$ cat src/rtl/eth_decap.sv
// eth_decap: receives a 64-bit MAC stream carrying NetTLP frames.
// It checks the Eth/IPv4/UDP header in beats 0-5 and forwards the payload
// (beats 6..) to the TLP FIFO. Each forwarded beat has its lanes reordered
// into big-endian 32-bit words.
module eth_decap #(
   parameter logic [15:0] eth_proto = 16'h0800,
   parameter logic [15:0] udp_dport = 16'h3000
) (
   input  logic        eth_clk,
   input  logic        eth_rst,
   input  logic        eth_tvalid,
   input  logic        eth_tlast,
   input  logic [7:0]  eth_tkeep,
   input  logic [63:0] eth_tdata,
   input  logic        eth_tuser,
   input  logic [47:0] adapter_reg_srcmac,
   input  logic [31:0] adapter_reg_srcip,
   output logic        wr_en,
   output logic [63:0] din_tdata,
   output logic [7:0]  din_tkeep,
   output logic        din_tlast,
   output logic        din_tuser,
   input  logic        full,
   input  logic        prog_full,
   output logic [15:0] rx_seq,
   output logic [31:0] rx_tstamp,
   output logic [31:0] rx_pkt_count,
   output logic [31:0] rx_drop_count,
   output logic        rx_ovf
);

   typedef enum logic [1:0] {RX_IDLE, RX_HDR, RX_TLP, RX_DROP} rx_state_t;

   rx_state_t   state_q;
   logic [2:0]  beat_q;
   logic        ip_hi_ok_q;
   logic        frm_ovf_q;
   logic        wr_en_q;
   logic [63:0] din_tdata_q;
   logic [7:0]  din_tkeep_q;
   logic        din_tlast_q;
   logic        din_tuser_q;
   logic [15:0] seq_q;
   logic [31:0] tstamp_q;
   logic [31:0] pkt_cnt_q;
   logic [31:0] drop_cnt_q;
   logic        ovf_q;

   logic [7:0]  b [8];
   logic [47:0] dmac;
   logic [15:0] dport;
   logic        dport_ok;
   logic        ip_hi_ok;
   logic        hdr_ok;
   logic [63:0] perm_data;
   logic [7:0]  perm_keep;

   // Split the input beat into frame-order bytes (byte k in lane k).
   always_comb begin
      for (int k = 0; k < 8; k++) begin
         b[k] = eth_tdata[8*k +: 8];
      end
   end

   assign dmac     = {b[0], b[1], b[2], b[3], b[4], b[5]};
   assign dport    = {b[4], b[5]};
   // Compare in 17 bits so a window near 16'hFFFF cannot wrap around.
   assign dport_ok = ({1'b0, dport} >= {1'b0, udp_dport}) &&
                     ({1'b0, dport} <= ({1'b0, udp_dport} + 17'd15));
   // Upper half of the IP destination arrives one beat before the lower half.
   assign ip_hi_ok = ({b[6], b[7]} == adapter_reg_srcip[31:16]);

   // Lane reorder: FIFO word is {b4,b5,b6,b7,b0,b1,b2,b3}, b0 most significant of the low word.
   assign perm_data = {b[4], b[5], b[6], b[7], b[0], b[1], b[2], b[3]};
   assign perm_keep = {eth_tkeep[4], eth_tkeep[5], eth_tkeep[6], eth_tkeep[7],
                       eth_tkeep[0], eth_tkeep[1], eth_tkeep[2], eth_tkeep[3]};

   // Header check for the field(s) that complete on the current header beat.
   always_comb begin
      hdr_ok = 1'b1;
      case (beat_q)
         3'd0:    hdr_ok = (dmac == adapter_reg_srcmac) || (dmac == 48'hFFFF_FFFF_FFFF);
         3'd1:    hdr_ok = ({b[4], b[5]} == eth_proto) && (b[6] == 8'h45);
         3'd2:    hdr_ok = (b[7] == 8'd17);
         3'd4:    hdr_ok = ip_hi_ok_q && ({b[0], b[1]} == adapter_reg_srcip[15:0]) && dport_ok;
         default: hdr_ok = 1'b1;
      endcase
   end

   // Receive FSM with registered FIFO write port and status registers.
   always_ff @(posedge eth_clk) begin
      if (eth_rst) begin
         state_q     <= RX_IDLE;
         beat_q      <= '0;
         ip_hi_ok_q  <= 1'b0;
         frm_ovf_q   <= 1'b0;
         wr_en_q     <= 1'b0;
         din_tdata_q <= '0;
         din_tkeep_q <= '0;
         din_tlast_q <= 1'b0;
         din_tuser_q <= 1'b0;
         seq_q       <= '0;
         tstamp_q    <= '0;
         pkt_cnt_q   <= '0;
         drop_cnt_q  <= '0;
         ovf_q       <= 1'b0;
      end else begin
         wr_en_q <= 1'b0;
         case (state_q)
            RX_IDLE, RX_HDR: begin
               if (eth_tvalid) begin
                  if (beat_q == 3'd3) begin
                     ip_hi_ok_q <= ip_hi_ok;
                  end
                  if (eth_tlast) begin
                     // Frame ends inside the header: runt (or failed and already over).
                     drop_cnt_q <= drop_cnt_q + 32'd1;
                     state_q    <= RX_IDLE;
                     beat_q     <= '0;
                  end else if (!hdr_ok) begin
                     state_q <= RX_DROP;
                     beat_q  <= '0;
                  end else if (beat_q == 3'd5) begin
                     beat_q <= '0;
                     if (prog_full) begin
                        state_q <= RX_DROP;
                     end else begin
                        state_q   <= RX_TLP;
                        seq_q     <= {b[2], b[3]};
                        tstamp_q  <= {b[4], b[5], b[6], b[7]};
                        frm_ovf_q <= 1'b0;
                     end
                  end else begin
                     state_q <= RX_HDR;
                     beat_q  <= beat_q + 3'd1;
                  end
               end
            end
            RX_TLP: begin
               if (eth_tvalid) begin
                  if (full) begin
                     ovf_q     <= 1'b1;
                     frm_ovf_q <= 1'b1;
                  end else begin
                     wr_en_q     <= 1'b1;
                     din_tdata_q <= perm_data;
                     din_tkeep_q <= perm_keep;
                     din_tlast_q <= eth_tlast;
                     din_tuser_q <= eth_tlast & eth_tuser;
                  end
                  if (eth_tlast) begin
                     // A frame that lost any payload beat is counted as dropped.
                     if (full || frm_ovf_q) begin
                        drop_cnt_q <= drop_cnt_q + 32'd1;
                     end else begin
                        pkt_cnt_q <= pkt_cnt_q + 32'd1;
                     end
                     state_q <= RX_IDLE;
                  end
               end
            end
            RX_DROP: begin
               if (eth_tvalid && eth_tlast) begin
                  drop_cnt_q <= drop_cnt_q + 32'd1;
                  state_q    <= RX_IDLE;
               end
            end
            default: state_q <= RX_IDLE;
         endcase
      end
   end

   assign wr_en         = wr_en_q;
   assign din_tdata     = din_tdata_q;
   assign din_tkeep     = din_tkeep_q;
   assign din_tlast     = din_tlast_q;
   assign din_tuser     = din_tuser_q;
   assign rx_seq        = seq_q;
   assign rx_tstamp     = tstamp_q;
   assign rx_pkt_count  = pkt_cnt_q;
   assign rx_drop_count = drop_cnt_q;
   assign rx_ovf        = ovf_q;

endmodule

$ cat config.mk
export PLATFORM = sky130hd
export DESIGN_NAME = eth_decap
export DESIGN_NICKNAME = d
export VERILOG_FILES = /design/src/rtl/eth_decap.sv
export SDC_FILE = /design/constraint.sdc
export NUM_CORES = 1
export LEC_CHECK = 0
export CORE_AREA = 2 2 141 143
export CTS_BUF_LIST = sky130_fd_sc_hd__clkbuf_8
export CTS_CLUSTER_DIAMETER = 40
export DETAILED_ROUTE_END_ITERATION = 7
export DIE_AREA = 0 0 143 145
export PLACE_DENSITY = 0.91
export RECOVER_POWER = 50
export SLEW_MARGIN = 20
export SYNTH_ARGS = -nofsm -noshare
export SYNTH_HDL_FRONTEND = slang
export SYNTH_SLANG_ARGS = --single-unit
$ cat constraint.sdc
create_clock -name eth_clk -period 2.4 [get_ports eth_clk]
set_input_delay 0.24 -clock eth_clk [delete_from_list [all_inputs] [get_ports eth_clk]]
set_output_delay 0.24 -clock eth_clk [all_outputs]
set_load 0.005 [all_outputs]
==> run summary, run 1 <==
outcome - finished, final reports clean
post-synthesis sequential area ratio - 45.9%
Layout Nets - 1585
CTS tree - done
die area - 20700 sq um
grt met3 use - 5.71%
htree depth - 4
first-pass GRT wire length - 47700 microns
Placed Area - 12600 sq um
TritonCTS Buffers - 17
Slew @ Worst Pin - 0.952 ns
Synth top cells by count - 275 x nand2_1, 195 x dfxtp_1, 141 x a21oi_1
Min-Delay Path Class - in -> reg
routability cong. - 0.950
via count - 9125
clock-pin slew on the worst setup and hold paths - 0.09 ns
DR iter-0 viols - 687
Switching Share - 26.2%
PortBufs - 346
Starting Density - 44.2%
WP buf/inv - 2
post-synth top area cell - dfxtp_1
largest net degree at the start of global routing - 78
Internal Pwr Total - 4.50 mW
CTS max path bufs - 2
area grow syn2layout - 52.4%
hold endpoint - din_tdata[21]
Rel. slew slack - 36.6%
Chip Height - 145 microns
Leak Pwr - 4.89 nW
fill count - 1495
Yosys reg bits - 195
Yosys top cell area share - 45.9%
GR Util met2 - 46.9%
PwrDens - 471 nW/um^2
Slew Viols, Final - 0
CP endpoint kind - flip-flop
reg2reg path depth - 6
crit-path max cell delay - 0.72 ns
combinational share of power - 12.6%
clk sinks - 195
switching power - 1.59 mW
DRC Markers - 0
non-filler cells, final - 1701
Synth Area per Inst - 8.05 sq um
layout cells sized above 1 - 6.69%
clock skew - 0.0188 ns
most frequent cell after synthesis - nand2_1
area occupied by registers - 3900 sq um
Max Cap Violations - 0
cts hold-fix bufs - 0
Critical Path Fanout Max - 3
Clock power frac - 33.5%
R2R setup slack - 0.31 ns
RSZ-0062 raised after global routing - no
critical path class - in -> reg
routed len/inst - 18.3 microns
Syn Inst Count - 1055
Post-Syn Nets - 1217
placed cells - 1669
async set-reset flop share out of synthesis - 0%
Setup TNS - 0 ns
# setup viols final - 0
met1 Use GR - 38.8%
setup bufs post-CTS - 0
Max Freq - 459 MHz
number of synthesized flops with an enable pin - 0
Post-DP HPWL - 24000 microns
hold_ws - 0.212 ns
final worst path period need - 2.18 ns
Hold Path Cell Cnt - 2
CP dominant cell by count - nor4_1
CP Data Arrival Time - 2.53 ns
worst ir drop on vdd - 0.378 mV
synth top area cells - dfxtp_1 46%, nand2_1 12%, xor2_1 12%
post-synth cell types - 40
grt total ovfl - 0
Row Count - 51
die width - 143 microns
final instance area - 12900 sq um
setup ws final - 0.219 ns
ys flop type - dfxtp_1
YS warnings - 0
CP cell instances - clkdlybuf4s50_1 -> or4b_2 -> nor4_1 -> buf_4 -> nand4_1 -> o22ai_2 -> nor4_1 -> a21bo_1
worst reg2reg startpoint - rx_pkt_count[3]
Slowest-stage cell, CP - or4b_2
Worst Path Required - 2.75 ns
Hold Violations, Final - 0
Final period util - 90.9%
area of the multi-input gates - 4360 sq um
WL final - 31200 microns
vias per inst - 5.36
pre-CTS WS - -0.216 ns
worst reg2reg endpoint - rx_pkt_count[25]
drt first pass iters - 5
CTS root buf - clkbuf_8
GRT busiest layer - met2
Hold Path Origin - eth_rst
IO Pins - 347
CTS resizes - 0
number of global-route vias before repair - 8683
worst skew pair latency - 0.47 ns
Core Region - 19200 sq um
Largest delay share family, worst path - simple AND/OR/NAND/NOR gates
GRT Total Usage - 29.5%
cell area after synthesis - 8500 sq um
Reg power frac - 53.8%
initial antenna violation count - 2
Post-DRT Antenna Nets - 0
crit start category - primary input
[flip-flops by register name, indices dropped and copies added (netlist names)]
name and flops:
beat_q 3, din_tdata 64, din_tkeep 8, din_tlast 1
din_tuser 1, frm_ovf_q 1, ip_hi_ok_q 1, rx_drop_count 32
rx_ovf 1, rx_pkt_count 32, rx_seq 16, rx_tstamp 32
state_q 2, wr_en 1
[worst register-to-register path, cell delays in order, from the launching register on]
cell and delay [ns]:
dfxtp_1 0.44, and4_1 0.29, nand4_1 0.36, nor4_4 0.47
nand3_1 0.15, xnor2_1 0.14, nor2b_1 0.12
[logic make-up (layout without fill, tap and decap cells)]
family                     count (synthesis)  count (layout)  share of synthesized area [%]
AOI/OAI and AO/OA                        164             164                           9.95
xor gates and xnor gates                 132             132                           13.6
adders and majority gates                  3               3                          0.442
buffers and inverters                     61             441                           2.78
DFF                                      195             195                           45.9
other                                      0               1                              0
and+or+nand+nor                          500             500                           27.3
[how the worst max path moves through the flow]
stage / startpoint / cells after the start / to
floorplan: beat_q[2] / 7 / state_q[1]
global placement: eth_tdata[36] / 8 / state_q[1]
detailed placement: eth_tdata[36] / 8 / state_q[1]
CTS: eth_tdata[36] / 8 / state_q[1]
global route: rx_pkt_count[3] / 6 / rx_pkt_count[25]
finish: eth_tdata[36] / 8 / state_q[1]
[cell type report]
cell class,instances,share of cell area (%)
inverters,6,0.174
multi-input cells,799,33.7
clock buffers,17,1.81
flip-flops and latches,195,30.2
clock inverters,14,1.03
diodes,1,0.0193
well taps,265,2.56
repair buffers,404,30.5
[power by group through the flow]
stage	combinational [mW]	sequential (mW)	clock (mW)
floorplan	0.220	3.36	0
finish	0.768	3.28	2.05
CTS	0.770	3.28	2.08
global placement	0.755	3.36	0
global route	0.811	3.29	2.21
detailed placement	0.766	3.36	0
[per-stage QoR]
step | power [mW] | util (%)
floorplan | 3.58 | -
global placement | 4.11 | 65.6
detailed placement | 4.12 | 65.6
CTS | 6.13 | 67.5
global route | 6.31 | 67.4
finish | 6.10 | 67.4
[placed cells by master (no fill, tap or decap), drive strengths merged, types with 2 or more instances in the layout]
master,instances
xnor2,18
inv,11
clkinv,5
o21ai,16
and4,8
and2,4
nor4b,4
ha,3
and3,12
nand3b,4
clkbuf,20
nand3,35
clkinvlp,3
dlygate4sd3,109
buf,56
a21oi,141
nor3,12
clkdlybuf4s50,236
nand2,275
nor2,71
nor4,30
xor2,114
o22ai,2
dfxtp,195
or4,2
nand4,23
or3,10
nor2b,4
[per-layer routing]
layer	wire, microns	share of wire, %
met1	12600	40
met2	14700	47
met3	2520	8.1
met4	1270	4.1
met5	11	0.035
(Power assumes the default switching activity.)
==> inputs of run 2 (changes only) <==
Settings changed: REMOVE_ABC_BUFFERS from default to 1.
==> run summary, run 2 (synthesized netlist as in run 1, its figures left out) <==
worst skew pair latency - 0.46 ns (was 0.47 ns)
CP Data Arrival Time - 2.55 ns (was 2.53 ns)
setup bufs post-CTS - 0 (unchanged)
worst reg2reg endpoint - rx_pkt_count[25] (unchanged)
cts hold-fix bufs - 0 (unchanged)
TritonCTS Buffers - 17 (unchanged)
final worst path period need - 2.16 ns (was 2.18 ns)
Max Freq - 464 MHz (was 459 MHz)
Setup TNS - 0 ns (unchanged)
largest net degree at the start of global routing - 101 (was 78)
R2R setup slack - 0.26 ns (was 0.31 ns)
htree depth - 4 (unchanged)
crit-path max cell delay - 0.74 ns (was 0.72 ns)
vias per inst - 5.21 (was 5.36)
CTS max path bufs - 2 (unchanged)
Slew Viols, Final - 0 (unchanged)
IO Pins - 347 (unchanged)
Rel. slew slack - 21.6% (was 36.6%)
routed len/inst - 17.6 microns (was 18.3 microns)
number of global-route vias before repair - 8366 (was 8683)
GRT busiest layer - met2 (unchanged)
Leak Pwr - 4.85 nW (was 4.89 nW)
Starting Density - 44.2% (unchanged)
Core Region - 19200 sq um (unchanged)
pre-CTS WS - -0.233 ns (was -0.216 ns)
Slowest-stage cell, CP - or4b_2 (unchanged)
worst reg2reg startpoint - rx_pkt_count[2] (was rx_pkt_count[3])
RSZ-0062 raised after global routing - no (unchanged)
die area - 20700 sq um (unchanged)
grt met3 use - 6.24% (was 5.71%)
CP endpoint kind - flip-flop (unchanged)
CTS root buf - clkbuf_8 (unchanged)
die width - 143 microns (unchanged)
CP cell instances - clkdlybuf4s50_1 -> or4b_2 -> nor4_1 -> nand4_1 -> o22ai_2 -> buf_4 -> nor2_1 -> a21oi_1 (was clkdlybuf4s50_1 -> or4b_2 -> nor4_1 -> buf_4 -> nand4_1 -> o22ai_2 -> nor4_1 -> a21bo_1)
fill count - 1523 (was 1495)
area grow syn2layout - 51.8% (was 52.4%)
area occupied by registers - 3900 sq um (unchanged)
DR iter-0 viols - 601 (was 687)
Min-Delay Path Class - in -> reg (unchanged)
Slew @ Worst Pin - 1.18 ns (was 0.952 ns)
Hold Path Origin - eth_rst (unchanged)
routability cong. - 1.01 (was 0.950)
Largest register FFs - 64 (unchanged)
drt first pass iters - 5 (unchanged)
Chip Height - 145 microns (unchanged)
Post-DP HPWL - 22600 microns (was 24000 microns)
Post-DRT Antenna Nets - 0 (unchanged)
setup ws final - 0.243 ns (was 0.219 ns)
outcome - finished, final reports clean (unchanged)
GRT Total Usage - 27.9% (was 29.5%)
commonest non-fill, non-tap cells in the layout - 274 x nand2_1, 238 x clkdlybuf4s50_1, 195 x dfxtp_1 (was 274 x nand2_1, 236 x clkdlybuf4s50_1, 195 x dfxtp_1)
grt total ovfl - 0 (unchanged)
CTS resizes - 0 (unchanged)
via count - 8828 (was 9125)
Placed Area - 12500 sq um (was 12600 sq um)
Final period util - 89.9% (was 90.9%)
crit start category - primary input (unchanged)
clk sinks - 195 (unchanged)
Worst setup endpoint - beat_q[0] (was state_q[1])
Row Count - 51 (unchanged)
final instance area - 12900 sq um (about the same)
critical path class - in -> reg (unchanged)
initial antenna violation count - 1 (was 2)
# setup viols final - 0 (unchanged)
DRC Markers - 0 (unchanged)
Largest delay share family, worst path - simple AND/OR/NAND/NOR gates (unchanged)
crit path from - eth_tdata[36] (unchanged)
GR Util met2 - 45.4% (was 46.9%)
layout cells sized above 1 - 6.23% (was 6.69%)
clock-pin slew on the worst setup and hold paths - 0.11 ns (was 0.09 ns)
Worst path depth - 8 (unchanged)
CTS tree - done (unchanged)
hold_ws - 0.156 ns (was 0.212 ns)
area of the multi-input gates - 4360 sq um (about the same)
met1 Use GR - 36.3% (was 38.8%)
Layout Nets - 1577 (was 1585)
Final Power - 6.22 mW (was 6.10 mW)
Max Cap Violations - 0 (unchanged)
worst ir drop on vdd - 0.435 mV (was 0.378 mV)
Critical Path Fanout Max - 3 (unchanged)
clock skew - 0.0118 ns (was 0.0188 ns)
PortBufs - 346 (unchanged)
WL final - 29800 microns (was 31200 microns)
first-pass GRT wire length - 45600 microns (was 47700 microns)
reg2reg path depth - 6 (unchanged)
Worst Path Required - 2.79 ns (was 2.75 ns)
WP buf/inv - 2 (unchanged)
Hold Violations, Final - 0 (unchanged)
PwrDens - 482 nW/um^2 (was 471 nW/um^2)
commonest non-fill, non-tap cell in the layout - nand2_1 (unchanged)
-- run 2: cell types whose count changed in the layout (fill, tap and decap cells not counted) --
cell,before,now
and4bb_1,0,1
and4bb_4,1,0
buf_12,5,4
buf_4,50,42
clkbuf_2,0,2
clkbuf_4,1,0
clkdlybuf4s50_1,236,238
clkinv_2,3,1
clkinv_4,1,4
clkinvlp_4,3,2
dlygate4sd3_1,109,107
inv_1,7,6
inv_6,3,1
inv_8,1,5
-- run 2: layer usage --
layer  vias up  wire, microns
met1      4141          12400
met4         0            836
li1       4270              -
met2       371          14400
met3        46           2160
met5         -              0
-- run 2: report_power, final --
part	total (mW)	switching [mW]	internal, mW
Combinational	0.757	0.358	0.399
Sequential	3.28	0.0182	3.26
Clock	2.18	1.31	0.873
-- run 2: per-stage QoR --
step	instances	util, %
6_report	1694	67.1
5_1_grt	1694	67.1
4_1_cts	1693	67.3
3_5_place_dp	1661	65.2
3_3_place_gp	1661	65.2
2_1_floorplan	1000	-
-- run 2: worst min path at each step --
| stage | to | slack [ns] | cells past startpoint |
|---|---|---|---|
| floorplan | din_tdata[0] | 0.31 | 1 |
| global placement | din_tuser | 0.44 | 2 |
| detailed placement | din_tdata[59] | 0.45 | 2 |
| CTS | state_q[0] | 0.12 | 2 |
| global route | ip_hi_ok_q | 0.14 | 2 |
| finish | din_tdata[1] | 0.16 | 2 |
-- run 2: area by class of cell --
| cell class | count | share of cell area [%] |
|---|---|---|
| inverter | 6 | 0.175 |
| antenna | 1 | 0.0194 |
| clock inverter | 15 | 1.29 |
| sequential | 195 | 30.3 |
| clock buffer | 17 | 1.81 |
| timing repair buffer | 396 | 30.1 |
| tap | 265 | 2.57 |
| multi-input combinational | 799 | 33.8 |
==> inputs of run 3 (changes only) <==
--- a/config.mk
+++ b/config.mk
@@ -12,3 +12,5 @@
 export DIE_AREA = 0 0 143 145
-export PLACE_DENSITY = 0.91
+export DONT_BUFFER_PORTS = 1
+export GPL_ROUTABILITY_DRIVEN = 0
+export PLACE_DENSITY = 0.68
 export RECOVER_POWER = 50
--- a/constraint.sdc
+++ b/constraint.sdc
@@ -3,2 +3,2 @@
 set_output_delay 0.24 -clock eth_clk [all_outputs]
-set_load 0.005 [all_outputs]
+set_load 0.01 [all_outputs]
==> run summary, run 3 (synthesized netlist as in run 1, its figures left out) <==
CTS tree - done (unchanged)
via count - 7924 (was 8828)
hold_ws - 0.0568 ns (was 0.156 ns)
PortBufs - 0 (was 346)
die width - 143 microns (unchanged)
vias per inst - 5.52 (was 5.21)
area grow syn2layout - 22.4% (was 51.8%)
htree depth - 4 (unchanged)
outcome - finished, final reports clean (unchanged)
Layout Nets - 1320 (was 1577)
Post-DRT Antenna Nets - 0 (unchanged)
number of global-route vias before repair - 7886 (was 8366)
Min-Delay Path Class - in -> reg (unchanged)
Max Cap Violations - 0 (unchanged)
# setup viols final - 0 (unchanged)
Worst Path Required - 2.80 ns (was 2.79 ns)
clk sinks - 195 (unchanged)
Row Count - 51 (unchanged)
Post-DP HPWL - 18800 microns (was 22600 microns)
largest net degree at the start of global routing - 120 (was 101)
Slew @ Worst Pin - 0.583 ns (was 1.18 ns)
Hold Violations, Final - 0 (unchanged)
PwrDens - 560 nW/um^2 (was 482 nW/um^2)
Starting Density - 44.2% (unchanged)
Critical Path Fanout Max - 7 (was 3)
WL final - 28600 microns (was 29800 microns)
fin util - 54.2% (was 67.1%)
number of diodes - 0 (was 1)
die area - 20700 sq um (unchanged)
grt met3 use - 9.11% (was 6.24%)
pre-CTS WS - 0.306 ns (was -0.233 ns)
CTS max path bufs - 2 (unchanged)
worst ir drop on vdd - 0.353 mV (was 0.435 mV)
Rel. slew slack - 61.1% (was 21.6%)
Placed Area - 8770 sq um (was 12500 sq um)
CP Data Arrival Time - 2.64 ns (was 2.55 ns)
final worst path period need - 2.24 ns (was 2.16 ns)
grt total ovfl - 0 (unchanged)
Final Power - 5.82 mW (was 6.22 mW)
Setup TNS - 0 ns (unchanged)
initial antenna violation count - 0 (was 1)
TritonCTS Buffers - 17 (unchanged)
layout cells sized above 1 - 5.29% (was 6.23%)
RSZ-0062 raised after global routing - no (unchanged)
DR iter-0 viols - 630 (was 601)
placed cells - 1281 (was 1661)
Leak Pwr - 3.78 nW (was 4.85 nW)
commonest non-fill, non-tap cells in the layout - 274 x nand2_1, 193 x dfxtp_1, 141 x a21oi_1 (was 274 x nand2_1, 238 x clkdlybuf4s50_1, 195 x dfxtp_1)
GRT busiest layer - met2 (unchanged)
CTS root buf - clkbuf_8 (unchanged)
clock-pin slew on the worst setup and hold paths - 0.10 ns (was 0.11 ns)
DRC Markers - 0 (unchanged)
setup ws final - 0.159 ns (was 0.243 ns)
final instance area - 10400 sq um (was 12900 sq um)
Final period util - 93.4% (was 89.9%)
IO Pins - 347 (unchanged)
Core Region - 19200 sq um (unchanged)
non-filler cells, final - 1436 (was 1694)
Chip Height - 145 microns (unchanged)
GRT Total Usage - 27.0% (was 27.9%)
clock skew - 0.0152 ns (was 0.0118 ns)
CP endpoint kind - flip-flop (unchanged)
worst skew pair latency - 0.46 ns (about the same)
Max Freq - 446 MHz (was 464 MHz)
commonest non-fill, non-tap cell in the layout - nand2_1 (unchanged)
drt first pass iters - 5 (unchanged)
Slew Viols, Final - 0 (unchanged)
Largest register FFs - 64 (unchanged)
met1 Use GR - 33.9% (was 36.3%)
routed len/inst - 19.9 microns (was 17.6 microns)
GR Util met2 - 42.6% (was 45.4%)
critical path class - reg -> reg (was in -> reg)
crit start category - flip-flop (was primary input)
first-pass GRT wire length - 44000 microns (was 45600 microns)
run 3: path summary, 6_finish.rpt:
check | slack, ns | depth (start not counted) | from | endpoint
setup / recovery | 0.16 | 6 | rx_drop_count[5] | rx_drop_count[18]
hold / removal | 0.06 | 3 | eth_tvalid | state_q[0]
setup reg to reg | 0.16 | 6 | rx_drop_count[5] | rx_drop_count[18]
hold reg to reg | 0.51 | 2 | rx_tstamp[12] | rx_tstamp[12]
run 3: layout make-up:
class                      instances  area [sq um]
clock buffer                      19           262
clock inverter                    13           125
fill                            1791          8800
inverter                           6          22.5
multi-input combinational        799          4380
sequential                       195          3910
tap                              265           332
timing repair buffer             139          1380
run 3: power breakdown:
group          switching, mW  total (mW)  internal (mW)
Clock                   1.25        2.15          0.899
Sequential            0.0401        3.30           3.26
Combinational          0.192       0.369          0.177
run 3: critical path: stages, from the launching register on:
cell           delay [ns]
dfxtp_1              0.45
and3_1               0.23
and3_1               0.33
nand3_2              0.16
or3_1                0.32
a21oi_1              0.14
dlygate4sd3_1        0.56
run 3: routing by layer:
metal / vias to the layer above / wire length (microns)
met5: - / 0
met1: 3697 / 11600
li1: 3739 / -
met4: 0 / 954
met2: 410 / 13200
met3: 78 / 2910
run 3: timing repair:
action,CTS,global route
endpoints found under the hold margin,194,0
setup endpoints to repair,0,22
hold buffers,120,0
resized for setup,0,6
buffers inserted,0,3
